===== config.mk =====
export PLATFORM = sky130hd
export DESIGN_NAME = gray_counter_p
export DESIGN_NICKNAME = d
export VERILOG_FILES = /design/src/rtl/gray_counter_p.sv
export SDC_FILE = /design/constraint.sdc
export NUM_CORES = 1
export LEC_CHECK = 0
export ABC_CLOCK_PERIOD_IN_PS = 2700
export BUFFER_PORTS_ARGS = -buffer_cell sky130_fd_sc_hd__buf_2
export CAP_MARGIN = 15
export CORE_MARGIN = 8
export CORE_UTILIZATION = 53
export CTS_CLUSTER_DIAMETER = 40
export DETAILED_ROUTE_END_ITERATION = 7
export MAX_ROUTING_LAYER = met4
export PLACE_DENSITY = 0.78
export SYNTH_ARGS = -nofsm -noshare
export SYNTH_HDL_FRONTEND = slang
export SYNTH_SLANG_ARGS = --single-unit

===== constraint.sdc =====
create_clock -name clk -period 2.7 [get_ports clk]
set_clock_uncertainty 0.15 [all_clocks]
set_input_delay 0 -clock clk [delete_from_list [all_inputs] [get_ports clk]]
set_output_delay 0 -clock clk [all_outputs]
set_load 0.02 [all_outputs]

===== src/rtl/gray_counter_p.sv =====
// gray_counter_p: up/down binary counter with a registered Gray-code mirror.
//
// Parameters:
//   WIDTH     counter width in bits (2..32)
//   SAT_MODE  0 = wrap at terminal count, 1 = saturate at terminal count
//   RESET_VAL binary count loaded by reset (must be < 2**WIDTH)
//
// Ports:
//   clk       rising-edge clock
//   rst       asynchronous active-high reset
//   en        count enable, one step per cycle while high
//   up_dn     direction, 1 = increment, 0 = decrement
//   clr       synchronous clear to zero (highest priority)
//   load      synchronous load strobe           (GRAY_CNT_LOAD_EN only)
//   load_gray Gray-coded load value             (GRAY_CNT_LOAD_EN only)
//   gray_out  registered Gray code of the count
//   bin_out   registered binary count
//   tc        terminal count for the current direction (combinational)
//   wrap      registered one-cycle pulse after a wrap-around step
//
// Build option: define GRAY_CNT_LOAD_EN to add the load / load_gray ports
// and the Gray-to-binary load path. Without it the priority is clr > en > hold.

module gray_counter_p #(
    parameter int unsigned WIDTH     = 8,
    parameter int unsigned SAT_MODE  = 0,
    parameter int unsigned RESET_VAL = 0
) (
    input  logic             clk,
    input  logic             rst,
    input  logic             en,
    input  logic             up_dn,
    input  logic             clr,
`ifdef GRAY_CNT_LOAD_EN
    input  logic             load,
    input  logic [WIDTH-1:0] load_gray,
`endif
    output logic [WIDTH-1:0] gray_out,
    output logic [WIDTH-1:0] bin_out,
    output logic             tc,
    output logic             wrap
);

    localparam logic [WIDTH-1:0] CNT_MAX  = {WIDTH{1'b1}};
    localparam logic [WIDTH-1:0] CNT_ZERO = '0;
    localparam logic [WIDTH-1:0] CNT_ONE  = WIDTH'(1);
    localparam logic [WIDTH-1:0] RST_BIN  = WIDTH'(RESET_VAL);
    localparam logic [WIDTH-1:0] RST_GRAY = RST_BIN ^ (RST_BIN >> 1);

    logic [WIDTH-1:0] cnt;
    logic [WIDTH-1:0] gray_q;
    logic             wrap_q;

    logic [WIDTH-1:0] cnt_nxt;
    logic [WIDTH-1:0] gray_nxt;
    logic             wrap_nxt;
    logic             at_tc;
    logic             hold_sat;

`ifdef GRAY_CNT_LOAD_EN
    logic [WIDTH-1:0] load_bin;

    // Gray-to-binary: each binary bit is the XOR of all Gray bits at or above it.
    always_comb begin
        load_bin = '0;
        load_bin[WIDTH-1] = load_gray[WIDTH-1];
        for (int i = int'(WIDTH) - 2; i >= 0; i--) begin
            load_bin[i] = load_bin[i+1] ^ load_gray[i];
        end
    end
`endif

    // Terminal count depends on the live direction input so a direction
    // change is honoured on the same edge.
    always_comb begin
        at_tc    = (up_dn && (cnt == CNT_MAX)) || (!up_dn && (cnt == CNT_ZERO));
        hold_sat = at_tc && (SAT_MODE != 0);
    end

    // Next-state selection: clr > load > en > hold.
    always_comb begin
        cnt_nxt  = cnt;
        gray_nxt = gray_q;
        wrap_nxt = 1'b0;
        if (clr) begin
            cnt_nxt  = CNT_ZERO;
            gray_nxt = CNT_ZERO;
        end
`ifdef GRAY_CNT_LOAD_EN
        else if (load) begin
            cnt_nxt  = load_bin;
            gray_nxt = load_gray;
        end
`endif
        else if (en && !hold_sat) begin
            // Modulo arithmetic gives max->0 and 0->max for free.
            cnt_nxt  = up_dn ? (cnt + CNT_ONE) : (cnt - CNT_ONE);
            gray_nxt = cnt_nxt ^ (cnt_nxt >> 1);
            wrap_nxt = at_tc;
        end
    end

    // State registers; reset discards any in-flight step and pending pulse.
    always_ff @(posedge clk or posedge rst) begin
        if (rst) begin
            cnt    <= RST_BIN;
            gray_q <= RST_GRAY;
            wrap_q <= 1'b0;
        end else begin
            cnt    <= cnt_nxt;
            gray_q <= gray_nxt;
            wrap_q <= wrap_nxt;
        end
    end

    assign bin_out  = cnt;
    assign gray_out = gray_q;
    assign wrap     = wrap_q;
    assign tc       = at_tc;

endmodule


## Yosys cells after proc, flatten, opt, wreduce, memory -nomap -nowiden

Cells that the tools add are included.

| operators by class | value |
|---|---|
| reduce and logical (&&, ||, !) cells | 6 |
| equal/unequal tests | 1 |
| mux-type cells | 7 |
| bitwise logic cells | 1 |
| add/sub/neg operators | 2 |

Operators by type and width:

| operator | count |
|---|---|
| 2-to-1 mux 8 bit | 5 |
| adder 8 x 1 -> 8 bit, second input constant | 1 |
| == test 8 bit, second input constant | 1 |
| zero test 8 bit | 1 |
| subtractor 8 x 1 -> 8 bit, second input constant | 1 |
| bitwise XOR 8 x 7 -> 8 bit | 1 |
| logical AND 1 bit | 2 |
| 2-to-1 mux 1 bit | 2 |
| nonzero test 2 bit | 1 |
| zero test 1 bit | 1 |
| logical OR 1 bit | 1 |

| storage, ports and cells | value |
|---|---|
| bits in registers | 17 |
| output and inout port bits | 18 |
| word-level logic and storage cells | 20 |
| bits of input ports | 5 |

## Logic depth before layout (Yosys ltp)

Gate-level depths: netlist of run 1.

| depth | value |
|---|---|
| word-level depth | 5 |
| depth in mapped cells | 8 |

## Worst setup path before layout of run 1

Ideal clock, no wire load.

| timing | value |
|---|---|
| kind | register to register |
| start point | register cnt[0] (netlist: bin_out[0]) |
| end point | register gray_q[6] (netlist: gray_out[6]) |
| library setup time | 101 ps |
| path buffers | 1 |
| period minus slack after synthesis | 2,204 ps |
| stages on the path, launching flop included | 9 |
| data arrival time | 1,953 ps |
| slack | 496 ps |
| cells stage by stage | dfrtp_1 > buf_6 > inv_1 > fa_1 > nor2b_1 > o31a_1 > o311ai_2 > and4_1 > nor4_1 |

| on the way | value |
|---|---|
| cells in the longest elaborated chain, start to end | 5 |
| elaborated cells between the ends (all ways) | 6 |
| classes of those cells | 2 x add/sub; 3 x mux; 1 x bitwise |

RTL lines:

| element | line | source |
|---|---|---|
| from (decl) | 50 | `logic [WIDTH-1:0] cnt;` |
| from (signal assigned) | 110 | `cnt <= cnt_nxt;` |
| subtractor 8 x 1 -> 8 bit or adder 8 x 1 -> 8 bit (tied branches) | 97 | `cnt_nxt = up_dn ? (cnt + CNT_ONE) : (cnt - CNT_ONE);` |
| 2-to-1 mux 8 bit * | 97 |  |
| bitwise XOR 8 x 7 -> 8 bit * | 98 | `gray_nxt = cnt_nxt ^ (cnt_nxt >> 1);` |
| 2-to-1 mux 8 bit * | 95 | `else if (en && !hold_sat) begin` |
| 2-to-1 mux 8 bit * | 85 | `if (clr) begin` |
| to (signal assigned) | 111 | `gray_q <= gray_nxt;` |
| to (decl) | 51 | `logic [WIDTH-1:0] gray_q;` |

Every way passes the cells marked *; elsewhere a longest branch is shown, timed or not. The select of a mux whose other input is x is not followed.
A chain may end at the register's enable or synchronous reset.

## Worst setup path after layout of run 1

| timing | value |
|---|---|
| start point | register cnt[2] (netlist: bin_out[2]) |
| end point | register gray_q[6] (netlist: gray_out[6]) |

Same word-level chain as after synthesis.

==> flow_summary.ini, run 1 <==
[outcome]
status = finished clean

[drt]
final_antenna_net_count = 0
via_per_inst = 5.85
first_pass_iters = 4
drt_wl_total_mm = 2.58
num_vias = 971
wl_per_cell_um = 15.5
drcViolationCount = 0
drt-initial-drc-count = 26

[setup_path]
critPathKind = reg -> reg
end_kind = register
cp_max_fo = 5
required_ps = 2740
cp-start-kind = register
critPathArrivalTime_ps = 2400

[finish]
syn_to_final_growth_pct = 14.4
fill_cells = 179
finish.utilization_pct = 64.8
drive_gt1_share_pct = 23.0
fin_area_um2 = 1280
n_antenna_cell = 0
final_nets = 152

[logic_synthesis]
syn_nets = 129
syn_inst = 117
synth-seq-area-share_pct = 35.7
postSynthAreaPerCell_um2 = 9.59
synth_top_area_cell = dfrtp_1
netlist_top_cells_count = dfrtp_1 (16), nor2_1 (15), xnor2_1 (10), inv_1 (8)
yosysMostFrequentCell = dfrtp_1
synth_seq_cells = 16
synthTopCellsByArea = dfrtp_1 (36%), xnor2_1 (7.8%), ha_1 (6.7%)
syn-cell-area_um2 = 1120
synth_top_area_share_pct = 35.7
async_flop_share_pct = 100
yosysWarnings = 0
ys_types = 38
synth_edf_count = 0
yosys_most_used_dff = dfrtp_1

[timing]
rsz0062_at_grt = false
slew_headroom_pct = 59.9
post-route-period-util_pct = 87.4
fmax_mhz = 424
hold_viol_final = 0
finalMaxSlewViolations = 0
worstMarginPinSlew_ps = 600
finalSetupTns_ps = 0
finalSetupViolCount = 0
period_minus_slack_ps = 2360

[clocking]
post_cts_buffers = 0
cts_buffers = 3
ctsHtreeMaxLevel = 1
clock_sinks = 16
cts_root_buffer = clkbuf_4
cts_tree = yes
clock_latency_ps = 280
path_clk_slew_ps = 90
cts.path.max_buffers = 2

[grt]
grt_pass1_vias = 923
grt_max_degree = 24
grt_pass1_wl_mm = 4.26
grt_use_total_pct = 15.0
overflow = 0
antenna_found_initial = 0

[min_path]
holdCritPathClass = in -> reg

[pwr]
power.density_nw_per_um2 = 704
power.leakage_uw = 0.000604
peakVddDrop_mv = 0.552
power_uw = 903

[placed_design]
port_buffers = 22
gp_congestion = 0.937
dpl_cell_area_um2 = 1230
hpwl_mm = 1.97

[floorplanning]
die_y_um = 62.0
design.core.area_um2 = 1980
die_width_um = 62.0
die_area_um2 = 3850
ios = 23
initial_core_util_pct = 56.6
fp-row-count = 16

[job]
maxCapViolations = 0
[through the flow]
step | worst slack [ps] | std cells | hold slack (ps)
global placement | 445 | 160 | -70.5
detailed placement | 355 | 160 | -52.2
CTS | 331 | 166 | 43.7
floorplan | 496 | 117 | -236
global route | 173 | 166 | 75.3
finish | 341 | 166 | 55.3
[cells in the final DEF, fill, tap and decap left out, types with 2 or more instances in the layout]
cell	instances
buf_2	22
ha_1	6
a21oi_1	5
o21ai_0	3
nor3_1	2
nor2b_1	3
nand2_1	2
clkbuf_4	3
a211oi_2	3
inv_1	8
nand4_1	2
dfrtp_1	16
nor4_1	2
mux2i_1	6
nand3_1	3
dlygate4sd3_1	2
nor3b_1	4
o31ai_1	2
xnor2_1	10
a211oi_1	5
nor2_1	15
[logic make-up after synthesis]
family,Yosys count,synth area share [%]
flip-flops,16,35.7
XOR/XNOR,10,7.80
multiplexers,6,5.35
adder cells (fa/ha/maj),7,8.47
AO/OA/AOI/OAI,27,19.1
AND/OR/NAND/NOR,37,17.5
buffers and inverters,14,6.13
[worst paths after layout]
kind                             start     endpoint  slack (ps)  cells after the start
setup reg to reg            bin_out[2]  gray_out[6]         340                      6
max in group asynchronous          rst   bin_out[4]        1850                      3
hold reg to reg            gray_out[1]  gray_out[1]         380                      2
hold / removal                      en   bin_out[7]          60                      3
setup / recovery            bin_out[2]  gray_out[6]         340                      6
min in group asynchronous          rst  gray_out[5]         170                      3
[per-layer routing]
layer	GRT usage [%]	vias to the layer above	routed length [µm]
li1	-	471	-
met1	17.8	462	1130
met2	25.2	36	1250
met3	4.32	2	187
met4	1.62	0	6
met5	-	-	0
[layout make-up]
| cell class | count | area [µm²] | area share (%) |
|---|---|---|---|
| Inverter | 8 | 30.0 | 2.34 |
| Timing Repair Buffer | 24 | 130 | 10.1 |
| Tap cell | 27 | 33.8 | 2.63 |
| Clock buffer | 4 | 36.3 | 2.83 |
| Multi-Input combinational cell | 87 | 653 | 50.9 |
| Sequential cell | 16 | 400 | 31.2 |
[power breakdown]
group	internal, µW	leakage [µW]	total, µW	switching (µW)
combinational	181	0.000372	434	253
sequential	276	0.000210	315	38.7
clock	82.0	0.0000210	154	71.6
total	540	0.000604	903	364
[worst max-delay path: stages, from the launching register on]
cell,delay (ps)
dfrtp_1,430
ha_1,340
nor2b_1,180
o311ai_0,440
o311ai_2,250
and4_1,260
nor4_1,210
[flip-flops by register name, summed over array words and instances (netlist names)]
signal	count
bin_out	8
wrap	1
gray_out	7
[what timing repair did]
item / in CTS / in global routing
endpoints found under the hold margin: 32 / 0
gates resized for setup: 0 / 0
hold buffers: 2 / 0
Power figures use the tool's default switching activity.
==> inputs of run 2 (changes only) <==
--- a/config.mk
+++ b/config.mk
@@ -5,7 +5,8 @@
 export SDC_FILE = /design/constraint.sdc
 export NUM_CORES = 1
 export LEC_CHECK = 0
-export ABC_CLOCK_PERIOD_IN_PS = 2700
+export ABC_AREA = 0
+export ABC_CLOCK_PERIOD_IN_PS = 2200
 export BUFFER_PORTS_ARGS = -buffer_cell sky130_fd_sc_hd__buf_2
 export CAP_MARGIN = 15
 export CORE_MARGIN = 8
==> constraint.sdc (replaced) <==
create_clock -name clk -period 2.2 [get_ports clk]
set_clock_uncertainty 0.15 [all_clocks]
set_input_delay 0 -clock clk [delete_from_list [all_inputs] [get_ports clk]]
set_output_delay 0 -clock clk [all_outputs]
set_load 0.02 [all_outputs]
==> run 2 against run 1 <==
  * Maximum frequency is 11% higher
  * Largest power group unchanged
  * Final cell count is 6.0% higher
  * Register-to-register slack worse by 260 ps
  * Power is 34% higher
  * Via count is 2.4% higher
  * Design area is 11% higher
  * Worst setup slack worse by 260 ps
  * Critical endpoint unchanged
  * Global-route usage is 0.43 points higher
  * Die area stayed put
  * Highest routed layer unchanged
  * Worst hold slack worse by 27 ps
==> flow_summary.ini, run 2 (synthesis results as in run 1) <==
[finish]
drive_gt1_share_pct = 36.2
fin_area_um2 = 1420
n_antenna_cell = 0
syn_to_final_growth_pct = 26.9
fill_cells = 155
layout_common_cells = buf_2 (22), nor2_1 (15), dfrtp_1 (15)
multi_input_area_um2 = 717
largest_register_ffs = 8
final_nets = 162
regArea_um2 = 402
final_common_cell = buf_2

[drt]
final_antenna_net_count = 0
drt-initial-drc-count = 23
first_pass_iters = 4
num_vias = 994
via_per_inst = 5.65
drt_wl_total_mm = 2.70
drcViolationCount = 0
wl_per_cell_um = 15.4

[clocking]
ctsHtreeMaxLevel = 1
cts.path.max_buffers = 2
clock_latency_ps = 290
cts_tree = yes
cts_root_buffer = clkbuf_4
path_clk_slew_ps = 100
cts_buffers = 3
clock_sinks = 16

[timing]
finalSetupViolCount = 0
finalSetupTns_ps = 0
fmax_mhz = 471
slew_headroom_pct = 59.5
hold_viol_final = 0
rsz0062_at_grt = true
worstMarginPinSlew_ps = 606
post-route-period-util_pct = 96.5
finalMaxSlewViolations = 0
period_minus_slack_ps = 2120

[floorplanning]
die_y_um = 62.0
initial_core_util_pct = 56.6
die_area_um2 = 3850
die_width_um = 62.0
fp-row-count = 16
ios = 23
design.core.area_um2 = 1980

[pwr]
power_uw = 1210
peakVddDrop_mv = 0.642
power.density_nw_per_um2 = 850
power.leakage_uw = 0.000660

[placed_design]
gp_congestion = 0.834
hpwl_mm = 2.00
dpl_cell_area_um2 = 1290
port_buffers = 22

[setup_path]
required_ps = 2260
cp-start-kind = register
path_cells = ha_1 -> a211oi_2 -> nor3_2 -> or3_4 -> and4_1 -> nor4_2
end_kind = register
cp_max_fo = 4
critPathKind = reg -> reg
critPathSlowestCell = dfrtp_1
rr_worst_depth = 6
crit_family = simple AND/OR/NAND/NOR gates
r2r-end = gray_out[6]
slowest_delay_ps = 430
reg2reg_from = bin_out[1]
r2r_slack_ps = 80
critPathBufInv = 0
critPathArrivalTime_ps = 2180

[grt]
antenna_found_initial = 0
grt_use_total_pct = 15.4
grt_pass1_wl_mm = 4.26
overflow = 0
grt_pass1_vias = 983
grt_max_degree = 24

[outcome]
status = finished clean

[min_path]
min_path_cells = 3
holdCritPathClass = in -> reg
min_to = bin_out[7]
hp-start = en

[job]
maxCapViolations = 0
-- run 2: changes by cell type in the layout (fill, tap and decap cells not counted), sizes merged --
cell  before  now
buf       22   32
-- run 2: worst max-delay path by stage --
stage,startpoint,endpoint,slack [ps],cells past startpoint
2_1_floorplan,bin_out[2],gray_out[6],20,6
5_1_grt,bin_out[1],gray_out[6],-40,6
6_report,bin_out[1],gray_out[6],80,6
3_3_place_gp,up_dn,gray_out[6],30,8
4_1_cts,bin_out[1],gray_out[6],20,6
3_5_place_dp,up_dn,gray_out[6],-40,8
-- run 2: report_power, final --
group	internal, µW	total, µW	switching [µW]
combinational	284	643	359
clock	101	197	96.1
sequential	340	370	30.2
-- run 2: worst reg2reg max path, cell delays in order, from the launching register on --
cell	delay, ps
dfrtp_1	430
ha_1	320
a211oi_2	270
nor3_2	90
or3_4	380
and4_1	210
nor4_2	200
-- run 2: final cells by class --
class / count / area share (%)
clock buffer: 4 / 2.55
inverter: 8 / 2.11
timing repair buffer: 34 / 14.4
sequential: 16 / 28.2
tap: 27 / 2.37
multi-input combinational: 87 / 50.4
-- run 2: layer usage --
layer	vias up	share of wire (%)	wire [µm]	GRT usage, %
met5	-	0	0	-
met4	0	0.96	26	4.55
met3	5	6.3	171	5.56
met2	24	49	1340	26.8
met1	477	43	1170	15.9
li1	488	-	-	-
-- run 2: metrics by stage --
step | hold slack [ps] | utilization, % | worst slack (ps) | instances
floorplan | -236 | - | 21.2 | 117
global placement | -65.6 | 65.0 | 28.7 | 168
detailed placement | -48.2 | 65.0 | -35.3 | 168
CTS | 30.8 | 68.0 | 24.3 | 174
global route | 39.2 | 71.8 | -39.8 | 176
finish | 28.8 | 71.8 | 76.4 | 176
-- run 2: repair_timing --
item	4_1_cts	5_1_grt
pin swaps	0	3
hold buffers	2	0
endpoints found under the hold margin	32	0
endpoints found under the setup margin	1	4
gates resized for setup	2	13
buffers inserted	0	2
==> inputs of run 3 (changes only) <==
==> config.mk (replaced) <==
export PLATFORM = sky130hd
export DESIGN_NAME = gray_counter_p
export DESIGN_NICKNAME = d
export VERILOG_FILES = /design/src/rtl/gray_counter_p.sv
export SDC_FILE = /design/constraint.sdc
export NUM_CORES = 1
export LEC_CHECK = 0
export ABC_AREA = 1
export ABC_CLOCK_PERIOD_IN_PS = 2200
export BUFFER_PORTS_ARGS = -buffer_cell sky130_fd_sc_hd__buf_2
export CAP_MARGIN = 15
export CORE_MARGIN = 8
export CORE_UTILIZATION = 54
export CTS_CLUSTER_DIAMETER = 40
export DETAILED_ROUTE_END_ITERATION = 7
export PLACE_DENSITY = 0.79
export SYNTH_ARGS = -nofsm -noshare
export SYNTH_HDL_FRONTEND = slang
export SYNTH_SLANG_ARGS = --single-unit
==> run 3 against run 2 <==
  * Die area shrank 0.31%
  * Critical path depth grew 6
  * Non-clock buffer count shrank 8
  * Worst hold slack gained 98 ps
  * Area after synthesis grew 1.4%
  * Power shrank 17%
  * Clock-buffer cell count is the same
  * Sequential cell count is the same
  * Core utilization shrank 3.7 points
  * Highest routed layer unchanged
==> flow_summary.ini, run 3 <==
[grt]
grt_use_total_pct = 16.2
overflow = 0
grt_pass1_vias = 1120
grt_max_degree = 17
antenna_found_initial = 0
grt_pass1_wl_mm = 4.73

[timing]
hold_viol_final = 0
period_minus_slack_ps = 1950
worstMarginPinSlew_ps = 610
post-route-period-util_pct = 88.6
fmax_mhz = 513
finalSetupTns_ps = 0
slew_headroom_pct = 59.3
rsz0062_at_grt = false
finalMaxSlewViolations = 0
finalSetupViolCount = 0

[finish]
final_common_cell = nand2_1
largest_register_ffs = 8
final_nets = 191
n_antenna_cell = 0
layout_common_cells = nand2_1 (45), buf_2 (22), inv_1 (19)
drive_gt1_share_pct = 25.8
syn_to_final_growth_pct = 18.7
final_cells = 205

[logic_synthesis]
yosys_most_used_dff = dfrtp_1
synth_top_area_cell = dfrtp_1
yosysMostFrequentCell = nand2_1
yosysWarnings = 0
synth_seq_cells = 16
syn_inst = 149
async_flop_share_pct = 100
synth-seq-area-share_pct = 35.2
syn-cell-area_um2 = 1140
netlist_top_cells_count = nand2_1 (45), inv_1 (19), dfrtp_1 (16), nand3_1 (13), o21ai_0 (7)
postSynthAreaPerCell_um2 = 7.64
syn_nets = 161
ys_types = 27
synthTopCellsByArea = dfrtp_1 (35%), nand2_1 (15%), ha_1 (6.6%)
synth_top_area_share_pct = 35.2
synth_edf_count = 0

[setup_path]
critPathArrivalTime_ps = 2000
critPathKind = reg -> reg
cp_max_fo = 5
crit_family = simple AND/OR/NAND/NOR gates
crit_path_frequent_cell = nand2_1
r2r_slack_ps = 250
required_ps = 2250
cp-start-kind = register
critPathSlowestCell = fa_1
reg2reg_from = bin_out[0]
critPathBufInv = 2
path_cells = inv_1 -> fa_1 -> inv_1 -> nand2_1 -> nand2_1 -> nand3_2 -> nand2_2 -> nand2_1 -> nand2_1 -> nand3_1 -> nand2_1 -> nand2_1
end_kind = register
rr_worst_depth = 12
slowest_delay_ps = 440
r2r-end = gray_out[5]

[floorplanning]
design.core.area_um2 = 1980
fp-row-count = 16
ios = 23
die_area_um2 = 3830
initial_core_util_pct = 57.4
die_width_um = 61.9
die_y_um = 61.9

[clocking]
path_clk_slew_ps = 100
cts_buffers = 3
post_cts_buffers = 0
ctsHtreeMaxLevel = 1
cts_tree = yes
cts.path.max_buffers = 2
clock_latency_ps = 290
cts_root_buffer = clkbuf_4
clock_sinks = 16

[pwr]
p_sw_uw = 415
power.leakage_uw = 0.000769
power.density_nw_per_um2 = 741
clockPowerShare_pct = 19.5
p_int_uw = 586
combPwrFrac_pct = 43.7
peakVddDrop_mv = 0.559
netSwitchingFraction_pct = 41.5
power.sequential.fraction_pct = 36.8

[drt]
via_per_inst = 5.34
num_vias = 1095
wl_per_cell_um = 14.0
final_antenna_net_count = 0
drcViolationCount = 0
drt_wl_total_mm = 2.86
drt-initial-drc-count = 40
first_pass_iters = 4

[min_path]
holdCritPathClass = in -> reg
min_to = bin_out[1]
hp-start = up_dn
min_path_cells = 3

[placed_design]
dp.cells = 197
port_buffers = 22
gp_congestion = 0.930
hpwl_mm = 2.18

[outcome]
status = finished clean

[job]
maxCapViolations = 0
## run 3: final cells by class
| cell class | count | area [µm²] |
|---|---|---|
| well taps | 27 | 33.8 |
| flip-flops and latches | 16 | 400 |
| inverters | 23 | 86.3 |
| fillers | 159 | 631 |
| multi-input cells | 109 | 644 |
| repair buffers | 26 | 150 |
| clock buffers | 4 | 36.3 |
## run 3: worst max-delay path by stage
stage               cells past startpoint          end        from
finish                                 12  gray_out[5]  bin_out[0]
global route                           12  gray_out[5]  bin_out[0]
CTS                                    12  gray_out[5]  bin_out[0]
detailed placement                     12  gray_out[5]  bin_out[0]
global placement                       12  gray_out[5]  bin_out[0]
floorplan                              12  gray_out[5]  bin_out[0]
## run 3: kinds of logic (layout without fill, tap and decap cells)
family	Yosys count	after routing	share of synthesized area, %
compound gates	14	14	8.02
xor+xnor	2	2	1.54
fa+ha+maj	7	7	8.35
buf+inv	24	53	8.24
flops	16	16	35.2
simple gates	86	86	38.7
## run 3: per-stage QoR
step / setup WS [ps] / util (%) / hold WS, ps / total power, µW / area, µm²
after global placement: 335 / 64.3 / -66.8 / 794 / 1270
after floorplan: 289 / - / -236 / 689 / 1140
after global routing: 93.3 / 68.2 / 165 / 1070 / 1350
after CTS: 259 / 68.2 / 121 / 1010 / 1350
after detailed placement: 276 / 64.3 / -43.5 / 804 / 1270
final: 250 / 68.2 / 127 / 1000 / 1350
## run 3: worst min-delay path, stage by stage
cell and delay (ps):
buf_2 140, fa_1 280, o22ai_1 110
## run 3: layer usage
metal	vias up	wire length [µm]	GRT usage (%)
met3	7	178	4.12
met1	511	1150	19.4
met5	-	0	0
met2	37	1500	27.9
li1	540	-	-
met4	0	31	4.22
## run 3: timing repair
item                                    4_1_cts  5_1_grt
endpoints found under the setup margin        0        0
endpoints found under the hold margin        32        0
hold buffers                                  4        0
gates resized for setup                       0        0
## run 3: power groups by stage
stage                     logic (µW)  registers, µW  clock network [µW]
after floorplan                  264            425                   0
after global placement           421            373                   0
after detailed placement         431            374                   0
after CTS                        438            369                 199
after global routing             487            373                 213
final                            437            368                 195
